File: src/rtl/seq_divider_if.sv
// seq_divider_if: request/result bundle for the sequential divider
interface seq_divider_if;
    logic       start;
    logic [0:5] dividend;
    logic [0:2] divisor;
    logic [0:5] quotient;
    logic [0:2] remainder;
    logic       busy;
    logic       done;
    logic       div_by_zero;
    modport master (output start, dividend, divisor,
                    input quotient, remainder, busy, done, div_by_zero);
    modport slave (input start, dividend, divisor,
                   output quotient, remainder, busy, done, div_by_zero);
endinterface

File: src/rtl/seq_divider.sv
// seq_divider: 6-by-3 bit restoring divider, one quotient bit per clock
module seq_divider (
    input logic clk,
    input logic rst,
    seq_divider_if.slave bus
);
    typedef enum logic [1:0] {IDLE, DIV, DONE} state_t;
    state_t state, state_nx;
    logic [5:0] dvd, a_sh, q_sh, q_nx, quot;
    logic [2:0] dsr, b, rem, cnt;
    logic [3:0] p, p_sh, p_nx;
    logic ge, dbz;
    // bus vectors are numbered with index 0 as the LSB, so reverse into [n:0] form
    assign dvd = {<<{bus.dividend}};
    assign dsr = {<<{bus.divisor}};
    assign p_sh = {p[2:0], a_sh[5]};
    assign ge = p_sh >= {1'b0, b};
    assign p_nx = ge ? p_sh - {1'b0, b} : p_sh;
    assign q_nx = {q_sh[4:0], ge};
    always_comb begin
        state_nx = IDLE;
        state_nx = (state == IDLE) ? (bus.start ? ((dsr == 3'd0) ? DONE : DIV) : IDLE) :
                   (state == DIV) ? ((cnt == 3'd5) ? DONE : DIV) : IDLE;
    end
    always_ff @(posedge clk or posedge rst) begin
        if (rst) begin
            state <= IDLE;
            a_sh <= '0;
            q_sh <= '0;
            quot <= '0;
            b <= '0;
            rem <= '0;
            cnt <= '0;
            p <= '0;
            dbz <= 1'b0;
        end else begin
            state <= state_nx;
            if (state == IDLE && bus.start) begin
                if (dsr == 3'd0) begin
                    quot <= 6'h3F;
                    rem <= '0;
                    dbz <= 1'b1;
                end else begin
                    a_sh <= dvd;
                    b <= dsr;
                    p <= '0;
                    q_sh <= '0;
                    cnt <= '0;
                end
            end else if (state == DIV) begin
                a_sh <= {a_sh[4:0], 1'b0};
                p <= p_nx;
                q_sh <= q_nx;
                cnt <= cnt + 3'd1;
                if (cnt == 3'd5) begin
                    quot <= q_nx;
                    rem <= p_nx[2:0];
                    dbz <= 1'b0;
                end
            end
        end
    end
    assign bus.quotient = {<<{quot}};
    assign bus.remainder = {<<{rem}};
    assign bus.busy = state == DIV;
    assign bus.done = state == DONE;
    assign bus.div_by_zero = dbz;
endmodule

File: src/flat_wrapper.sv
// flat-port wrapper written by rule: the top's interface ports become plain ports
module seq_divider_flat 
  (clk, rst, bus_start, bus_dividend, bus_divisor, bus_quotient, bus_remainder, bus_busy, bus_done, bus_div_by_zero);
  seq_divider_if bus_i ();
  input logic clk;
  input logic rst;
  input wire logic [$bits(bus_i.start)-1:0] bus_start;
  input wire logic [$bits(bus_i.dividend)-1:0] bus_dividend;
  input wire logic [$bits(bus_i.divisor)-1:0] bus_divisor;
  output wire logic [$bits(bus_i.quotient)-1:0] bus_quotient;
  output wire logic [$bits(bus_i.remainder)-1:0] bus_remainder;
  output wire logic [$bits(bus_i.busy)-1:0] bus_busy;
  output wire logic [$bits(bus_i.done)-1:0] bus_done;
  output wire logic [$bits(bus_i.div_by_zero)-1:0] bus_div_by_zero;
  assign bus_i.start = bus_start;
  assign bus_i.dividend = bus_dividend;
  assign bus_i.divisor = bus_divisor;
  assign bus_quotient = bus_i.quotient;
  assign bus_remainder = bus_i.remainder;
  assign bus_busy = bus_i.busy;
  assign bus_done = bus_i.done;
  assign bus_div_by_zero = bus_i.div_by_zero;
  seq_divider u_core (.clk(clk), .rst(rst), .bus(bus_i));
endmodule
File: config.mk
export PLATFORM = sky130hd
export DESIGN_NAME = seq_divider_flat
export DESIGN_NICKNAME = d
export VERILOG_FILES = /design/src/rtl/seq_divider_if.sv /design/src/rtl/seq_divider.sv /design/src/flat_wrapper.sv
export SDC_FILE = /design/constraint.sdc
export NUM_CORES = 1
export LEC_CHECK = 0
export CAP_MARGIN = 25
export CORE_MARGIN = 2
export CORE_UTILIZATION = 52
export CTS_CLUSTER_SIZE = 25
export DETAILED_ROUTE_END_ITERATION = 8
export PLACE_DENSITY = 0.9
export SLEW_MARGIN = 40
export SYNTH_ARGS = -nofsm -noshare
export SYNTH_HDL_FRONTEND = slang
export SYNTH_SLANG_ARGS = --single-unit
File: constraint.sdc
create_clock -name clk -period 2.5 [get_ports clk]
set_input_delay 0.5 -clock clk [delete_from_list [all_inputs] [get_ports clk]]
set_output_delay 0.5 -clock clk [all_outputs]
set_load 0.05 [all_outputs]
==> impl_metrics.json, run 1 <==
{
  "crit_path_max_fanout": 6,
  "syn_avg_cell_area_sq_um": 11.4,
  "grt-ovfl-total": 0,
  "drc_errors": 0,
  "postCtsResizedCells": 0,
  "io_pins": 24,
  "ys_warn_count": 0,
  "avgViaCountPerCell": 5.56,
  "clock_skew_ns": 0.00820,
  "final_common_cell": "dfrtp_1",
  "dp.cells": 186,
  "hold_ws_ns": 0.488,
  "leakagePower_nw": 0.846,
  "hold_viol_final": 0,
  "clockBufferDepth": 2,
  "ys_seq_elements": 32,
  "cp-start-kind": "flip-flop",
  "cp_cell_sequence": "nor2b_1 -> clkdlybuf4s50_1",
  "grt_max_degree": 33,
  "fin_crit_ns": 2.35,
  "cts_num_sinks": 32,
  "wl_per_cell_um": 14.9,
  "area_growth_pct": 24.7,
  "drt_pass1_iterations": 4,
  "crit_path_end_kind": "output pin",
  "cts_setup_buffers": 0,
  "cp_slowest_cell": "clkdlybuf4s50_1",
  "drtAntennaViolNets": 0,
  "powerDensity_mw_per_mm2": 1510,
  "vias": 1078,
  "cpPeakStageDelay_ns": 0.81,
  "slew_viol_final": 0,
  "slew-limit-headroom": 0.663,
  "syn_inst": 131,
  "fin_util": 0.681,
  "cts_buffers": 5,
  "max_cap_violations": 0,
  "fillCellCount": 195,
  "routabilityCongestion": 0.821,
  "clockRootBuffer": "clkbuf_4",
  "crit_type": "reg2out",
  "grt_first_pass_wirelength_um": 4820,
  "drive_above_1_share": 0.141,
  "max_freq_ghz": 0.425,
  "row_count": 19,
  "ir_worst_vdd_uv": 953,
  "finalSetupTns_ns": 0,
  "hpwl_um": 2120,
  "path_delay_family": "buffers and inverters",
  "yosysSeqAreaShare": 0.536,
  "cp.required_ns": 2.00,
  "cts_tree": "done",
  "setup_viol": 0,
  "status": "complete, no violations",
  "die_w_um": 57.6,
  "hp-class": "reg2reg",
  "cts-htree-levels": 2,
  "antenna_cells": 0,
  "initial_core_util": 0.546,
  "netlist_area_sq_mm": 0.00149,
  "holdBufCountCts": 0,
  "final.period_utilization": 0.942,
  "clkTransAtPathRegs_ns": 0.10,
  "coreArea_sq_mm": 0.00273,
  "insertion_delay_ns": 0.34,
  "rsz0062_at_grt": "false",
  "final_cell_mix": "dfrtp_1 (32), clkdlybuf4s50_1 (22), nand2_1 (17)",
  "syn-num-nets": 149,
  "grt_usage": 0.198,
  "wirelength_um": 2890,
  "dieArea_sq_mm": 0.00332,
  "antenna_found_initial": 0,
  "nNetsFinal": 180,
  "yosysUniqueCellTypes": 28,
  "fp.dieH_um": 57.6,
  "worstMarginPinSlew_ns": 0.503,
  "portBuffers": 23,
  "layout.cells.non_filler": 194,
  "grt_pass1_vias": 1061,
  "cp.arrival_ns": 1.85,
  "drt_iter0_drc": 21,
  "crit_buf_inv": 1
}
-- cells in the mapped netlist --
cell / instances / share of area
a211o_1: 1 / 0.0059
a21bo_2: 1 / 0.0067
a21oi_1: 2 / 0.0067
a21oi_2: 3 / 0.018
a221oi_4: 1 / 0.018
a22o_1: 8 / 0.047
buf_6: 2 / 0.015
clkbuf_1: 2 / 0.0050
dfrtp_1: 32 / 0.54
fa_1: 1 / 0.013
ha_1: 5 / 0.042
inv_1: 6 / 0.015
inv_2: 1 / 0.0025
mux2i_1: 9 / 0.060
nand2_1: 17 / 0.043
nand2b_1: 3 / 0.013
nand3_1: 4 / 0.013
nor2_1: 10 / 0.025
nor2_2: 1 / 0.0042
nor2b_1: 2 / 0.0084
nor3b_4: 1 / 0.013
o21ai_0: 8 / 0.027
o21bai_1: 1 / 0.0050
o22a_1: 5 / 0.029
o22ai_1: 1 / 0.0042
o31a_1: 1 / 0.0059
or3_4: 1 / 0.0075
xor2_1: 2 / 0.012
-- power by group --
part	switching [mW]	total [mW]	internal (mW)
Sequential	0.184	0.936	0.752
Combinational	0.858	1.44	0.582
Clock	0.178	0.444	0.265
Total	1.22	2.82	1.60
-- cells by family after synthesis --
logic type / share of synthesized area
mux: 0.0603
simple gates: 0.126
xor+xnor: 0.0117
buf+inv: 0.0377
flops: 0.536
fa+ha+maj: 0.0553
compound gates: 0.173
-- final timing paths --
kind / cells past startpoint / startpoint / endpoint / slack [ns]
setup / recovery: 2 / u_core.state[1] / bus_done / 0.15
hold / removal: 2 / u_core.a_sh[2] / u_core.a_sh[2] / 0.49
setup reg to reg: 7 / u_core.a_sh[5] / u_core.p[1] / 0.38
hold reg to reg: 2 / u_core.a_sh[2] / u_core.a_sh[2] / 0.49
max in group asynchronous: 3 / rst / u_core.a_sh[3] / 1.67
min in group asynchronous: 3 / rst / u_core.quot[0] / 0.54
-- sequential cells by signal (all words and copies together) (netlist names) --
name / flops
u_core.a_sh: 6
u_core.quot: 6
u_core.q_sh: 5
u_core.b: 3
u_core.cnt: 3
u_core.p: 3
u_core.rem: 3
u_core.state: 2
u_core.bus.div_by_zero: 1
-- metrics by stage --
step	cell area [sq um]	power (mW)	setup slack, ns
after global placement	1770	2.31	0.422
after global routing	1860	3.00	0.0601
after CTS	1860	2.84	0.130
after detailed placement	1770	2.39	0.363
after floorplan	1490	1.99	0.609
final	1860	2.82	0.146
-- area by class of cell --
cell class / instances / area [sq um] / share of cell area
Clock buffer: 7 / 65.1 / 0.0349
Clock inverter: 1 / 30.0 / 0.0161
Inverter: 7 / 26.3 / 0.0141
Multi-Input combinational cell: 88 / 637 / 0.342
Sequential cell: 32 / 801 / 0.430
Tap cell: 31 / 38.8 / 0.0208
Timing Repair Buffer: 28 / 265 / 0.142
-- tightest hold or removal path, cell delays in order, from the launching register on --
cell and delay [ns]:
dfrtp_1 0.35, nand2_1 0.05, o21ai_0 0.06
-- routing by layer --
layer,track usage,vias up,part of all wire
met2,0.304,26,0.51
met3,0.0658,7,0.042
met5,0,-,0
li1,-,520,-
met4,0.0897,0,0.016
met1,0.255,525,0.43
(Power assumes the default switching activity.)
==> run 2, diff against run 1 <==
--- a/config.mk
+++ b/config.mk
@@ -12,4 +12,5 @@
 export DETAILED_ROUTE_END_ITERATION = 8
 export PLACE_DENSITY = 0.9
+export REMOVE_ABC_BUFFERS = 1
 export SLEW_MARGIN = 40
 export SYNTH_ARGS = -nofsm -noshare
==> constraint.sdc (replaced) <==
create_clock -name clk -period 2.5 [get_ports clk]
set_input_delay 0.375 -clock clk [delete_from_list [all_inputs] [get_ports clk]]
set_output_delay 0.375 -clock clk [all_outputs]
set_load 0.05 [all_outputs]
==> run 2 against run 1 <==
  * Cell count stayed put
  * Combinational power hardly changed
  * Largest cell class unchanged
  * Global-route usage is 0.55 points higher
  * Critical path depth stayed put
  * Worst hold slack worse by 0.11 ns
  * Register-to-register slack worse by 0.03 ns
==> impl_metrics.json, run 2 (synthesized netlist as in run 1, its figures left out) <==
{
  "status": "complete, no violations",
  "hold_viol_final": 0,
  "initial_core_util": 0.546,
  "avgViaCountPerCell": 5.55,
  "ir_worst_vdd_uv": 933,
  "coreArea_sq_mm": 0.00273,
  "largestRegisters": "u_core.a_sh (6), u_core.quot (6), u_core.q_sh (5)",
  "area_growth_pct": 23.1,
  "worstMarginPinSlew_ns": 0.648,
  "rsz0062_at_grt": "false",
  "portBuffers": 23,
  "rr_worst_depth": 7,
  "cp-start-kind": "flip-flop",
  "max_freq_ghz": 0.444,
  "routabilityCongestion": 0.780,
  "max_cap_violations": 0,
  "cts_num_sinks": 32,
  "grt_pass1_vias": 1106,
  "slew_viol_final": 0,
  "setup_viol": 0,
  "cts-htree-levels": 2,
  "antenna_cells": 0,
  "row_count": 19,
  "cpPeakStageDelay_ns": 0.82,
  "vias": 1077,
  "reg2reg_to": "u_core.p[2]",
  "clockRootBuffer": "clkbuf_4",
  "final_common_cell": "dfrtp_1",
  "r2r_slack_ns": 0.35,
  "grt_usage": 0.203,
  "reg2reg_from": "u_core.a_sh[5]",
  "hpwl_um": 1980,
  "clockBufferDepth": 2,
  "grt-ovfl-total": 0,
  "crit_path_end_kind": "output pin",
  "crit_path_max_fanout": 6,
  "drt_pass1_iterations": 4,
  "fp.dieH_um": 57.6,
  "crit_type": "reg2out",
  "insertion_delay_ns": 0.36,
  "io_pins": 24,
  "drtAntennaViolNets": 0,
  "power_mw": 2.72,
  "dieArea_sq_mm": 0.00332,
  "top_layer": "met4",
  "grt_max_degree": 33,
  "fillCellCount": 203,
  "wl_per_cell_um": 14.9,
  "powerDensity_mw_per_mm2": 1480,
  "nNetsFinal": 180,
  "leakagePower_nw": 0.835,
  "cp_slowest_cell": "clkdlybuf4s50_1",
  "die_w_um": 57.6,
  "wl_met1_um": 1340,
  "finalSetupTns_ns": 0,
  "met2WireLength_um": 1350,
  "final.period_utilization": 0.902,
  "cp.required_ns": 2.12,
  "cp.arrival_ns": 1.88,
  "clkTransAtPathRegs_ns": 0.12,
  "cp_cell_sequence": "nor2b_1 -> clkdlybuf4s50_1",
  "wirelength_um": 2890,
  "final_cell_mix": "dfrtp_1 (32), clkdlybuf4s50_1 (22), nand2_1 (17)",
  "fin_crit_ns": 2.25,
  "grt_first_pass_wirelength_um": 4950,
  "drc_errors": 0,
  "drive_above_1_share": 0.135,
  "cts_buffers": 5,
  "slew-limit-headroom": 0.568,
  "clock_skew_ns": 0.0169,
  "antenna_found_initial": 0,
  "hp-class": "in2async",
  "cts_tree": "done",
  "drt_iter0_drc": 33,
  "wl_met3_um": 138
}
## run 2: layout make-up
class	count	area [sq um]	area share
clock inverters	2	15.0	0.00816
repair buffers	28	270	0.147
clock buffers	6	51.3	0.0279
well taps	31	38.8	0.0211
flip-flops and latches	32	801	0.435
multi-input cells	88	637	0.346
inverters	7	26.3	0.0143
## run 2: where the power goes
group	switching (mW)	internal (mW)
clock	0.197	0.136
sequential	0.186	0.755
combinational	0.860	0.582
total	1.24	1.47
## run 2: worst max-delay path by stage
stage / depth (start not counted) / to / from / slack (ns)
after CTS: 3 / bus_busy / u_core.state[1] / 0.02
final: 2 / bus_done / u_core.state[1] / 0.25
after global placement: 4 / u_core.quot[4] / bus_divisor[0] / 0.35
after detailed placement: 4 / u_core.quot[4] / bus_divisor[0] / 0.30
after global routing: 2 / bus_done / u_core.state[1] / 0.18
after floorplan: 6 / u_core.p[0] / u_core.b[0] / 0.58
## run 2: critical path, delay by kind of cell, from the launching register on
family / cells / cell delay, ns
buffers and inverters: 1 / 0.82
AND/OR/NAND/NOR: 1 / 0.18
flip-flops: 1 / 0.52
## run 2: routing by layer
layer,up-vias,GRT usage
met5,-,0
met4,0,0.0963
met3,6,0.0726
met2,25,0.294
met1,526,0.273
li1,520,-
## run 2: what timing repair did
item	CTS	global route
hold buffers	0	0
gates resized for setup	0	1
hold endpoints to repair	0	0
setup endpoints to repair	0	1
buffers inserted	0	0
## run 2: per-stage QoR
| stage | worst slack, ns | hold WS (ns) | utilization | instances | cell area [sq um] |
|---|---|---|---|---|---|
| after floorplan | 0.579 | 0.449 | - | 127 | 1460 |
| final | 0.246 | 0.381 | 0.673 | 194 | 1840 |
| after global routing | 0.179 | 0.452 | 0.673 | 194 | 1840 |
| after CTS | 0.0179 | 0.396 | 0.672 | 194 | 1840 |
| after detailed placement | 0.299 | 0.471 | 0.648 | 186 | 1770 |
| after global placement | 0.349 | 0.460 | 0.648 | 186 | 1770 |
==> run 3, diff against run 2 <==
- CORE_UTILIZATION: 52 -> 47
- CTS_CLUSTER_DIAMETER: default -> 40
- PLACE_DENSITY: 0.9 -> 0.74
- clock period: 2.5 -> 2.02 ns (I/O delays scaled with it)
==> run 3 against run 2 <==
  * Global-route usage decreased by 0.099 points
  * Routed wire length grew 5.4%
  * Sequential share of layout area fell by 2.8 points
  * Core utilization shrank 2.4 points
  * Clock-buffer cell count shrank 1
  * Clock skew shrank 0.0010 ns
  * Setup slack got worse by 0.16 ns
  * Register-to-register slack lost 0.27 ns
  * First-iteration DRC count increased by 94%
  * Sequential cell count unchanged
  * Cell count is 8.8% higher
  * Die area rose by 9.9%
  * Largest cell class unchanged
==> impl_metrics.json, run 3 (synthesized netlist as in run 1, its figures left out) <==
{
  "cp.arrival_ns": 2.19,
  "wl_per_cell_um": 14.4,
  "crit_path_max_fanout": 4,
  "avgViaCountPerCell": 5.21,
  "portBuffers": 23,
  "fin_ws_ns": 0.0832,
  "grt_pass1_vias": 1114,
  "cpPeakStageDelay_ns": 0.40,
  "grt_usage": 0.202,
  "routabilityCongestion": 0.809,
  "design_area_sq_mm": 0.00197,
  "dp.cells": 203,
  "drtAntennaViolNets": 0,
  "ir_worst_vdd_uv": 923,
  "wirelength_um": 3040,
  "initial_core_util": 0.493,
  "fin_util": 0.649,
  "clock_skew_ns": 0.0158,
  "antenna_cells": 0,
  "crit_path_end_kind": "flip-flop",
  "leakagePower_nw": 0.860,
  "final_common_cell": "dfrtp_1",
  "clockRootBuffer": "clkbuf_4",
  "placed_area_sq_mm": 0.00184,
  "cts-htree-levels": 2,
  "vias": 1099,
  "hold_viol_final": 0,
  "io_pins": 24,
  "row_count": 20,
  "worstMarginPinSlew_ns": 0.492,
  "max_cap_violations": 0,
  "setup_viol": 0,
  "cp-start-kind": "flip-flop",
  "cts_buffers": 5,
  "grt-ovfl-total": 0,
  "largestRegisters": "u_core.a_sh (6), u_core.quot (6), u_core.q_sh (5)",
  "hp-class": "in2async",
  "final_cell_mix": "dfrtp_1 (32), clkdlybuf4s50_1 (21), nand2_1 (17)",
  "cts_tree": "done",
  "drt_pass1_iterations": 4,
  "status": "complete, no violations",
  "slew_viol_final": 0,
  "cts_num_sinks": 32,
  "insertion_delay_ns": 0.35,
  "path_delay_family": "compound AO/OA/AOI/OAI gates",
  "crit_type": "reg2reg",
  "crit_buf_inv": 2,
  "max_freq_ghz": 0.516,
  "fillCellCount": 246,
  "cp.required_ns": 2.27,
  "cp_slowest_cell": "dfrtp_1",
  "cp_cell_sequence": "inv_1 -> ha_1 -> fa_2 -> a21bo_2 -> a211o_4 -> buf_4 -> o22a_1",
  "clkTransAtPathRegs_ns": 0.12,
  "slew-limit-headroom": 0.671,
  "drive_above_1_share": 0.198,
  "dpl_worst_slack_ns": -0.0563,
  "hpwl_um": 2120,
  "dieArea_sq_mm": 0.00365,
  "drc_errors": 0,
  "antenna_found_initial": 0,
  "area_growth_pct": 31.6,
  "clockBufferDepth": 2,
  "powerDensity_mw_per_mm2": 1950,
  "drt_iter0_drc": 64,
  "fp.dieH_um": 60.4,
  "holdBufCountCts": 0,
  "power_mw": 3.83,
  "fin_crit_ns": 1.94,
  "coreArea_sq_mm": 0.00303,
  "grt_first_pass_wirelength_um": 5090,
  "grt_max_degree": 33,
  "rsz0062_at_grt": "false",
  "final.period_utilization": 0.959,
  "nNetsFinal": 184,
  "layout.cells.non_filler": 211,
  "die_w_um": 60.4
}
## run 3: worst paths after layout
kind | startpoint | to | slack [ns] | cells after the start
max in group asynchronous | rst | u_core.a_sh[5] | 1.38 | 3
setup / recovery | u_core.a_sh[5] | u_core.quot[0] | 0.08 | 7
hold reg to reg | u_core.bus.div_by_zero | u_core.bus.div_by_zero | 0.48 | 2
min in group clk | u_core.bus.div_by_zero | u_core.bus.div_by_zero | 0.48 | 2
hold / removal | rst | u_core.p[2] | 0.33 | 3
setup reg to reg | u_core.a_sh[5] | u_core.quot[0] | 0.08 | 7
## run 3: layer usage
metal | GRT usage | part of all wire | up-vias
li1 | - | - | 530
met1 | 0.246 | 0.44 | 536
met2 | 0.307 | 0.49 | 23
met3 | 0.0640 | 0.034 | 10
met4 | 0.137 | 0.037 | 0
met5 | 0 | 0 | -
## run 3: area by class of cell
| class | count | area (sq um) | area share |
|---|---|---|---|
| clock buffers | 5 | 37.5 | 0.0191 |
| inverters | 7 | 26.3 | 0.0134 |
| clock inverters | 3 | 42.5 | 0.0216 |
| multi-input cells | 88 | 686 | 0.349 |
| flip-flops and latches | 32 | 801 | 0.407 |
| repair buffers | 32 | 318 | 0.162 |
| well taps | 44 | 55.1 | 0.0280 |
## run 3: where the power goes
part           total, mW  switching, mW  internal (mW)
Clock              0.497          0.240          0.258
Sequential          1.16          0.229          0.935
Combinational       2.17           1.20          0.968
## run 3: timing repair
| action | in CTS | in global routing |
|---|---|---|
| resized for setup | 2 | 9 |
| pin swaps | 0 | 1 |
| buffers inserted | 0 | 0 |
| setup endpoints to repair | 4 | 3 |
## run 3: worst min-delay path: cells and delay by family
family	cells	cell delay, ns
buffers and inverters	3	0.81
## run 3: metrics by stage
stage	TNS (ns)	hold slack, ns
CTS	0	0.333
floorplan	0	0.419
global placement	0	0.461
detailed placement	-0.0738	0.464
global route	0	0.375
finish	0	0.330
==> edit 1 (settings of run 3) <==
The 3 states of `state_t` get a one-hot encoding in 3 bits.
--- a/src/rtl/seq_divider.sv
+++ b/src/rtl/seq_divider.sv
@@ -4,7 +4,7 @@
     input logic rst,
     seq_divider_if.slave bus
 );
-    typedef enum logic [1:0] {IDLE, DIV, DONE} state_t;
+    typedef enum logic [2:0] {IDLE = 3'b001, DIV = 3'b010, DONE = 3'b100} state_t;
     state_t state, state_nx;
     logic [5:0] dvd, a_sh, q_sh, q_nx, quot;
     logic [2:0] dsr, b, rem, cnt;
Behaviour: no difference found for any inputs over 10 cycles, from zero or initial values and one cycle with rst high; not proved beyond that.
==> edit 1 against run 3 <==
- routed wire length grew 13%
- setup slack gained 0.065 ns
- critical path depth shrank 2
- total power shrank 8.6%
- final cell count shrank 1.4%
- first-iteration DRC count shrank 25%
- sequential cell count grew 1
- synthesized area grew 6.8%
- final area grew 1.7%
- synthesized cell count is the same
- critical path type unchanged
- largest cell class unchanged
==> edit 1: results (changes against run 3) <==
| Metric | Value |
|---|---|
| Synth area leaders | `dfrtp_1 50%, a22o_1 4.4%, ha_1 3.9%` |
| Critical path's largest stage delay | `0.46 ns (+0.06 ns)` |
| Largest net degree at the start of global routing | `34 (+3.0%)` |
| Worst endpoint data arrival time | `2.12 ns (-0.07 ns)` |
| Crit path max fanout | `7 (+3)` |
| CP delay by family, top | `adder cells` |
| CP max-delay cell | `fa_1` |
| Register area | `827 um^2 (+3.3%)` |
| VDD IR max | `0.000934 V (+1.2%)` |
| Vias in the first global route | `1252 (+12%)` |
| Post-synthesis compound-gate area fraction | `22.4% (+5.2 points)` |
| Most frequent cells after synthesis | `32 x dfrtp_1, 14 x inv_1, 10 x nand2_1` |
| Area share of fa/ha/maj cells after synthesis | `5.18% (-0.35 points)` |
| Vias per inst | `5.59 (+7.3%)` |
| Total track usage | `20.3% (+0.092 points)` |
| Mux cell area share after synthesis | `1.88% (-4.1 points)` |
| Hold slack final | `0.333 ns (+0.00287 ns)` |
| Yosys top cell area share | `50.2% (-3.4 points)` |
| Count of multi-input gates | `77 (-13%)` |
| Area of the multi-input gates | `661 um^2 (-3.6%)` |
| Clock power share | `17.6% (+4.6 points)` |
| First-pass GRT wire length | `6000 um (+18%)` |
| Post-Place Cells | `200 (-1.5%)` |
| Post-Synth XOR/XNOR Area | `0.549% (-0.62 points)` |
| Status | `finished, final reports clean` |
| Clk sinks | `33 (+3.1%)` |
| Filler cell count in the final layout | `290 (+18%)` |
| GP Congestion | `0.923 (+14%)` |
[edit 1: changes by cell type in the layout (fill, tap and decap cells not counted), moves of 3 or more]
| cell | before | now |
|---|---|---|
| a31oi_1 | 0 | 8 |
| o21ai_0 | 5 | 0 |
| mux2i_4 | 3 | 0 |
| nor2_1 | 10 | 3 |
| and4_1 | 0 | 3 |
| mux2i_1 | 6 | 3 |
| nand2_1 | 17 | 10 |
| nand2b_1 | 3 | 0 |
| o32ai_2 | 0 | 4 |
| a21oi_2 | 3 | 0 |
| o21ai_1 | 3 | 0 |
| inv_1 | 6 | 14 |
| a211oi_1 | 0 | 4 |
[edit 1: repair_timing]
action                                 CTS  global route
endpoints found under the hold margin    0             0
resized for setup                        0             3
setup endpoints to repair                0             4
[edit 1: final timing paths]
check                                                    from                                  to  depth (start not counted)
max in group asynchronous                                 rst           u_core.state[0]$_DFF_PP1_                          3
hold / removal                                            rst          u_core.quot[2]$_DFFE_PP0P_                          3
setup reg to reg                      u_core.b[0]$_DFFE_PP0P_           u_core.rem[0]$_DFFE_PP0P_                          5
min in group clk           u_core.bus.div_by_zero$_DFFE_PP0P_  u_core.bus.div_by_zero$_DFFE_PP0P_                          1
hold reg to reg            u_core.bus.div_by_zero$_DFFE_PP0P_  u_core.bus.div_by_zero$_DFFE_PP0P_                          1
setup / recovery                      u_core.b[0]$_DFFE_PP0P_           u_core.rem[0]$_DFFE_PP0P_                          5
[edit 1: metal layers]
| metal | up-vias | wire, um | track usage, % |
|---|---|---|---|
| li1 | 547 | - | - |
| met1 | 579 | 1570 | 25.2 |
| met2 | 28 | 1660 | 33.6 |
| met3 | 8 | 147 | 5.43 |
| met5 | - | 0 | 0 |
| met4 | 0 | 55 | 8.61 |
==> edit 2 (config.mk and constraints of run 3) <==
Without the edit above. Make the reset (`rst`) synchronous in one clocked block.
--- a/src/rtl/seq_divider.sv
+++ b/src/rtl/seq_divider.sv
@@ -22,7 +22,7 @@
         state_nx = (state == IDLE) ? (bus.start ? ((dsr == 3'd0) ? DONE : DIV) : IDLE) :
                    (state == DIV) ? ((cnt == 3'd5) ? DONE : DIV) : IDLE;
     end
-    always_ff @(posedge clk or posedge rst) begin
+    always_ff @(posedge clk) begin
         if (rst) begin
             state <= IDLE;
             a_sh <= '0;
Behaviour: differs if rst is asserted again (counterexample within 4 cycles, from zero or initial values and one cycle with rst high); with rst held inactive, the same outputs for 10 cycles.
==> edit 2 against run 3 <==
- final area up 1.4%
- global-route usage down 0.57 points
- synthesized cell count up 40%
- synthesized area up 9.2%
- core utilization down 5.2 points
- sequential cell count unchanged
- setup slack better by 0.047 ns
- hold slack better by 0.12 ns
- sequential share of layout area down 8.6 points
- routed wire length up 21%
Power is not compared: it rests on default switching activity, and its combinational part moved more than twofold at a synthesized area within 25%.
==> edit 2: results (changes against run 3) <==
| Metric | Value |
|---|---|
| Status | `finished, final reports clean` |
| Routed WL per cell | `14.3 um (-0.94%)` |
| Vias | `1440 (+31%)` |
| Most frequent cells after synthesis | `32 x dfxtp_1, 21 x nand2_1, 17 x a21oi_1` |
| Fraction of layout cells with a size suffix above 1 | `14.7% (-5.1 points)` |
| Finished Layout Cells | `257 (+22%)` |
| Area share of fa/ha/maj cells after synthesis | `5.06% (-0.47 points)` |
| Largest net degree at the start of global routing | `22 (-33%)` |
| Worst-margin pin slew | `0.508 ns (+0.0158 ns)` |
| Buffers added on ports | `23 (unchanged)` |
| Worst clock skew | `0.00636 ns (-0.00948 ns)` |
| Post-detail-place hpwl | `2560 um (+21%)` |
| Post-synthesis compound-gate area fraction | `27.3% (+10 points)` |
| Clk pin slew, worst setup/hold paths | `0.09 ns (-0.03 ns)` |
| Total track usage | `19.6% (-0.57 points)` |
| Hold Crit Class | `register to register` |
| Antenna diode count | `0 (unchanged)` |
| Post-synthesis cell type count | `49 (+75%)` |
| Dpl ws | `0.0574 ns (+0.114 ns)` |
| Async SR Flop Fraction | `0% (-100 points)` |
| Cell Int Power | `1.03 mW` |
| Worst endpoint data arrival time | `2.10 ns (-0.09 ns)` |
| Worst-Skew Late Latency | `0.32 ns (-0.03 ns)` |
| Post-layout nets | `229 (+24%)` |
| Seq/Total Area, Yosys | `39.3% (-14 points)` |
| GP Congestion | `0.816 (+0.95%)` |
| Root Driver | `clkbuf_4` |
| Fin util | `59.7% (-5.2 points)` |
| Post-Synth XOR/XNOR Area | `0.537% (-0.64 points)` |
| Dpl cell area | `1870 um^2 (+1.7%)` |
| Post-CTS sizing | `0 (-2)` |
| Post-Place Cells | `243 (+20%)` |
| Vias in the first global route | `1405 (+26%)` |
| First-pass GRT wire length | `6150 um (+21%)` |
| Cells after Synth | `183 (+40%)` |
| VDD IR max | `0.000416 V` |
| Drt first-iter violations | `53 (-17%)` |
| Postcts setup bufs | `0 (unchanged)` |
| CP max-delay cell | `fa_2` |
| Synth area leaders | `dfxtp_1 39%, a21oi_1 5.2%, nand2_1 4.8%` |
| Mux cell area share after synthesis | `0% (-6.0 points)` |
| Biggest regs | `u_core.a_sh x6, u_core.quot x6, u_core.q_sh x5` |
| Final non-filler cell area | `1990 um^2 (+1.4%)` |
## edit 2: cell type report
cell class,count,area (um^2)
Tap cell,46,57.6
Inverter,14,56.3
Multi-Input combinational cell,124,853
Timing Repair Buffer,34,320
Clock buffer,7,65.1
Sequential cell,32,641
Fill cell,317,1340
## edit 2: final timing paths
path | slack [ns] | startpoint | to | cells after the start
max | 0.13 | u_core.a_sh[5]$_SDFFE_PP0P_ | u_core.rem[0]$_SDFFE_PP0P_ | 6
min | 0.45 | u_core.quot[3]$_SDFFE_PP0P_ | u_core.quot[3]$_SDFFE_PP0P_ | 2
max reg2reg | 0.13 | u_core.a_sh[5]$_SDFFE_PP0P_ | u_core.rem[0]$_SDFFE_PP0P_ | 6
min reg2reg | 0.45 | u_core.quot[3]$_SDFFE_PP0P_ | u_core.quot[3]$_SDFFE_PP0P_ | 2
## edit 2: power by group through the flow
stage | registers [mW] | logic (mW) | clock network, mW
global placement | 0.706 | 0.322 | 0
finish | 0.693 | 0.375 | 0.397
detailed placement | 0.707 | 0.332 | 0
CTS | 0.692 | 0.334 | 0.408
global route | 0.698 | 0.409 | 0.435
floorplan | 0.717 | 0.210 | 0
## edit 2: critical path: cells and delay by family, from the launching register on
kind,cells,cell delay [ns]
and+or+nand+nor,1,0.27
AOI/OAI and AO/OA,2,0.47
DFF,1,0.38
buffers and inverters,1,0.06
adders and majority gates,2,0.61
## edit 2: cell families after synthesis
logic type	Yosys count
AO/OA/AOI/OAI	63
adder cells (fa/ha/maj)	6
XOR/XNOR	1
flip-flops	32
AND/OR/NAND/NOR	54
buffers and inverters	27
## edit 2: routing by layer
metal  vias to the layer above  part of all wire [%]  GRT usage (%)
met2                        38                    51           34.3
met4                         0                   1.1           7.50
li1                        723                     -              -
met1                       675                    44           23.3
met3                         4                   4.3           4.32
met5                         -                     0              0
